**src/rtl/mmio_button_led_port.sv**
```systemverilog
// Memory-mapped button/switch/LED port beside data RAM: debounced buttons with
// sticky press events (read-to-clear), synchronised switches, and a writable LED register.
module mmio_button_led_port #(
    parameter int unsigned NUM_BTN      = 4,
    parameter int unsigned SW_W         = 16,
    parameter int unsigned LED_W        = 16,
    parameter int unsigned DEBOUNCE_CYC = 250000,
    parameter int unsigned BTN_ADDR     = 4096,
    parameter int unsigned SW_ADDR      = 4097,
    parameter int unsigned LED_ADDR     = 1
) (
    input  logic               clock,
    input  logic               reset,
    input  logic [NUM_BTN-1:0] btn_raw,
    input  logic [SW_W-1:0]    sw_raw,
    input  logic [31:0]        addr,
    input  logic               wren,
    input  logic               rd_en,
    input  logic [31:0]        wdata,
    input  logic [31:0]        mem_q,
    output logic [31:0]        q_out,
    output logic [LED_W-1:0]   led,
    output logic [NUM_BTN-1:0] btn_level,
    output logic               evt_any
);

    // Bus semantics: wren and rd_en are single-cycle strobes qualified by addr on
    // the same posedge; there is no backpressure, every strobe completes that cycle.
    localparam int unsigned     CNT_W    = $clog2(DEBOUNCE_CYC + 1);
    localparam logic [CNT_W-1:0] CNT_LAST = CNT_W'(DEBOUNCE_CYC - 1);
    localparam logic [31:0]     BTN_A    = 32'(BTN_ADDR);
    localparam logic [31:0]     SW_A     = 32'(SW_ADDR);
    localparam logic [31:0]     LED_A    = 32'(LED_ADDR);

    logic [NUM_BTN-1:0] btn_meta, btn_sync;
    logic [SW_W-1:0]    sw_meta, sw_sync;
    logic [NUM_BTN-1:0] level_q, pending_q;
    logic [CNT_W-1:0]   cnt_q [NUM_BTN];
    logic [LED_W-1:0]   led_q;

    logic [NUM_BTN-1:0] toggle, rise, evt_sel, clr_mask;
    logic [31:0]        evt_code;
    logic               btn_read, led_write;
    logic               unused_wdata;

    assign unused_wdata = ^wdata;
    assign btn_read     = rd_en && (addr == BTN_A);
    assign led_write    = wren && (addr == LED_A);

    // A button toggles on the last of DEBOUNCE_CYC consecutive differing cycles.
    always_comb begin
        toggle = '0;
        for (int i = 0; i < int'(NUM_BTN); i++) begin
            toggle[i] = (btn_sync[i] != level_q[i]) && (cnt_q[i] == CNT_LAST);
        end
    end

    assign rise = toggle & ~level_q;

    // Lowest-numbered pending button wins; the code is its index plus one.
    always_comb begin
        evt_code = '0;
        evt_sel  = '0;
        for (int i = int'(NUM_BTN) - 1; i >= 0; i--) begin
            if (pending_q[i]) begin
                evt_code   = 32'(i + 1);
                evt_sel    = '0;
                evt_sel[i] = 1'b1;
            end
        end
    end

    assign clr_mask = btn_read ? evt_sel : '0;

    always_ff @(posedge clock) begin
        if (reset) begin
            btn_meta  <= '0;
            btn_sync  <= '0;
            sw_meta   <= '0;
            sw_sync   <= '0;
            level_q   <= '0;
            pending_q <= '0;
            led_q     <= '0;
            for (int i = 0; i < int'(NUM_BTN); i++) begin
                cnt_q[i] <= '0;
            end
        end else begin
            btn_meta  <= btn_raw;
            btn_sync  <= btn_meta;
            sw_meta   <= sw_raw;
            sw_sync   <= sw_meta;
            // A new press on the same edge as its read-clear keeps the bit set.
            pending_q <= (pending_q & ~clr_mask) | rise;
            if (led_write) begin
                led_q <= wdata[LED_W-1:0];
            end
            for (int i = 0; i < int'(NUM_BTN); i++) begin
                if (btn_sync[i] == level_q[i]) begin
                    cnt_q[i] <= '0;
                end else if (toggle[i]) begin
                    cnt_q[i]   <= '0;
                    level_q[i] <= ~level_q[i];
                end else begin
                    cnt_q[i] <= cnt_q[i] + 1'b1;
                end
            end
        end
    end

    always_comb begin
        if (addr == BTN_A) begin
            q_out = evt_code;
        end else if (addr == SW_A) begin
            q_out = 32'(sw_sync);
        end else if (addr == LED_A) begin
            q_out = 32'(led_q);
        end else begin
            q_out = mem_q;
        end
    end

    assign led       = led_q;
    assign btn_level = level_q;
    assign evt_any   = |pending_q;

endmodule

```
**config.mk**
```make
export PLATFORM = sky130hd
export DESIGN_NAME = mmio_button_led_port
export DESIGN_NICKNAME = d
export VERILOG_FILES = /design/src/rtl/mmio_button_led_port.sv
export SDC_FILE = /design/constraint.sdc
export NUM_CORES = 1
export LEC_CHECK = 0
export CAP_MARGIN = 5
export CORE_MARGIN = 2
export CORE_UTILIZATION = 45
export DETAILED_ROUTE_END_ITERATION = 10
export PLACE_DENSITY = 0.79
export SLEW_MARGIN = 40
export SYNTH_ARGS = -nofsm -noshare
export SYNTH_HDL_FRONTEND = slang
export SYNTH_SLANG_ARGS = --single-unit
```
**constraint.sdc**
```tcl
create_clock -name clock -period 7 [get_ports clock]
set_clock_uncertainty 0.2 [all_clocks]
set_input_delay 1.75 -clock clock [delete_from_list [all_inputs] [get_ports clock]]
set_output_delay 1.75 -clock clock [all_outputs]
set_load 0.05 [all_outputs]
```
==> results.cfg <==
[timing]
setup_ws_ns = 0.674
worst_pin_slew_ns = 0.637
period_share_pct = 90.4
rsz0062_at_grt = no
max_freq_mhz = 158
fin_crit_ns = 6.33
hold_viol_final = 0
max_slew_margin_pct = 57.5
fin_setup_tns_ns = 0
setup_viol = 0
whs_ns = 0.234
slew_viol_final = 0

[synthesis]
yosysSeqAreaShare_pct = 52.6
ys_ff_latch = 136
synth_ff_type = edfxtp_1
synthArstFlopShare_pct = 0
synth_edf_count = 72
netlist_instances = 625
ys_types = 46
synthesis.area_um2 = 6540
yosys_warnings = 0
syn_area_per_cell_um2 = 10.5

[critical_path]
end_kind = output pin
worstPathArrival_ns = 4.38
required_ns = 5.05
critPathLaunch = addr[18]
cp_slowest_stage_delay_ns = 0.69
crit_path_max_fanout = 12
critical_path.cell_chain = clkdlybuf4s50_1 -> nor4_4 -> nand4_4 -> a211oi_4 -> buf_4 -> nor2b_1 -> clkdlybuf4s50_1
crit_type = in2out
crit_slowest_cell = clkdlybuf4s50_1
cpMostUsedCell = clkdlybuf4s50_1
r2r-start = cnt_q[1][0]
start_kind = input pin

[placement]
numPortBuffers = 156
gp_congestion = 0.805
dp_hpwl_mm = 10.4
pre_cts_ws_ns = 0.670

[grt]
overflow = 0
gr-usage-all-layers_pct = 19.0
grt_max_degree = 47
grt_pass1_wl_mm = 23.9
antenna_found_initial = 0
grt_pass1_vias = 4907

[routing]
vias_per_cell = 4.74
via_count = 4987
postRouteAntennaNets = 0
wl_mm = 14.1
post-route-drc-count = 0
dr.pass1.iters = 4
routedWlPerCell_um = 13.4
drt_iter0_drc = 222

[flow_run]
cap_violations = 0

[floorplan]
num_rows = 44
start_util_pct = 45.5
die_area_um2 = 15500
die_x_um = 125
fp.dieH_um = 125
core-area_um2 = 14400
boundaryPins = 173

[pwr]
leakage_uw = 0.00331
finalPower_uw = 1940
power.density_nw_per_um2 = 212
ir_worst_vdd_v = 0.000143

[worst_hold_path]
min_path_type = reg2reg
min_from = sw_meta[6]

[finish]
drive_gt1_share_pct = 8.29
insertedDiodeCount = 0
syn2layout_area_growth_pct = 39.6
nNetsFinal = 979
finish.utilization_pct = 63.6

[clock_network]
cts_resized = 0
postCtsSetupRepairBufs = 0
cts_root_buf = clkbuf_16
clockBufferDepth = 2
cts_sinks = 136
ctsHoldBuffers = 0
ctsHtreeMaxLevel = 4
tritoncts = built
path_clk_slew_ns = 0.06
cts_buffers = 17
insertion_delay_ns = 0.41

[status]
status = finished, final reports clean
## report_power, final
group          internal [uW]  switching [uW]  total (uW)
Combinational           96.0            88.4         184
Sequential               869            22.5         891
Clock                    536             326         862
Total                   1500             437        1940
## state kept, by name (all words and copies together), names as in the netlist
signal     count
btn_level      4
btn_meta       4
btn_sync       4
cnt_q         72
led           16
pending_q      4
sw_meta       16
sw_sync       16
## cells in the mapped netlist (all sizes together), types with 2 or more instances
master | count | share of area [%]
nand2 | 23 | 1.3
nor3 | 13 | 1.2
and3 | 6 | 0.57
and2b | 3 | 0.34
nor2b | 53 | 5.1
and4 | 6 | 0.80
nand2b | 7 | 0.67
mux2i | 34 | 5.2
buf | 16 | 1.5
o21ai | 3 | 0.23
nand3 | 35 | 2.7
a31oi | 2 | 0.19
xnor2 | 33 | 4.4
edfxtp | 72 | 33
inv | 11 | 0.63
or3 | 4 | 0.38
ha | 4 | 0.76
nor4 | 17 | 3.0
a211oi | 14 | 1.8
nand3b | 4 | 0.46
nand4 | 14 | 1.7
dfxtp | 64 | 20
nor2 | 128 | 7.3
nor4b | 5 | 0.67
clkbuf | 8 | 0.46
a31o | 2 | 0.27
xor2 | 35 | 4.7
## per-stage QoR
stage	std cells	cell area (um2)
floorplan	696	6810
global placement	1019	8530
detailed placement	1020	8540
CTS	1052	9130
global route	1052	9140
finish	1052	9140
## critical path, delay by kind of cell
family | cells | cell delay [ns]
buffers and inverters | 3 | 1.39
and+or+nand+nor | 3 | 0.69
AOI/OAI and AO/OA | 1 | 0.55
## cells in the final DEF, fill, tap and decap left out, types with 2 or more instances in the layout
cell type	n
a211oi_1	13
a31o_2	2
a31oi_1	2
and2b_1	3
and3_1	6
and4_1	6
buf_12	3
buf_4	21
clkbuf_1	2
clkbuf_16	20
clkbuf_8	2
clkdlybuf4s50_1	139
clkinv_2	2
clkinvlp_4	2
conb_1	72
dfxtp_1	64
edfxtp_1	72
ha_1	4
inv_1	11
inv_4	2
mux2i_1	34
nand2_1	23
nand2b_1	7
nand3_1	35
nand3b_1	4
nand4_1	12
nor2_1	128
nor2b_1	53
nor3_1	11
nor4_1	8
nor4_2	4
nor4_4	5
nor4b_1	5
o21ai_0	2
or3_1	4
xnor2_1	33
xor2_1	35
## worst paths after layout
check / slack (ns) / cells past startpoint / end
max: 0.67 / 7 / q_out[27]
min: 0.23 / 1 / sw_sync[6]
max reg2reg: 4.32 / 5 / cnt_q[1][16]
min reg2reg: 0.23 / 1 / sw_sync[6]
## logic make-up (layout without fill, tap and decap cells)
| family | Yosys count | after routing | synth area share, % |
|---|---|---|---|
| multiplexers | 35 | 35 | 5.37 |
| AO/OA/AOI/OAI | 25 | 25 | 2.93 |
| other | 1 | 72 | 0.0573 |
| buffers and inverters | 35 | 207 | 2.60 |
| AND/OR/NAND/NOR | 321 | 321 | 26.5 |
| adder cells (fa/ha/maj) | 4 | 4 | 0.765 |
| XOR/XNOR | 68 | 68 | 9.10 |
| flip-flops | 136 | 136 | 52.6 |
## layer usage
metal / vias to the layer above / share of wire (%) / GRT usage [%]
met1: 2297 / 46 / 24.8
li1: 2569 / - / -
met5: - / 0 / 0
met2: 103 / 48 / 31.2
met4: 0 / 1.9 / 6.87
met3: 18 / 4.0 / 4.21
## cell type report
cell class	instances	area, um2
Clock buffer	24	536
Clock inverter	8	55.1
Fill cell	1165	5230
Inverter	11	41.3
Multi-Input combinational cell	525	3210
Sequential cell	136	3440
Tap cell	184	230
Timing Repair Buffer	164	1620
Power figures use the tool's default switching activity.
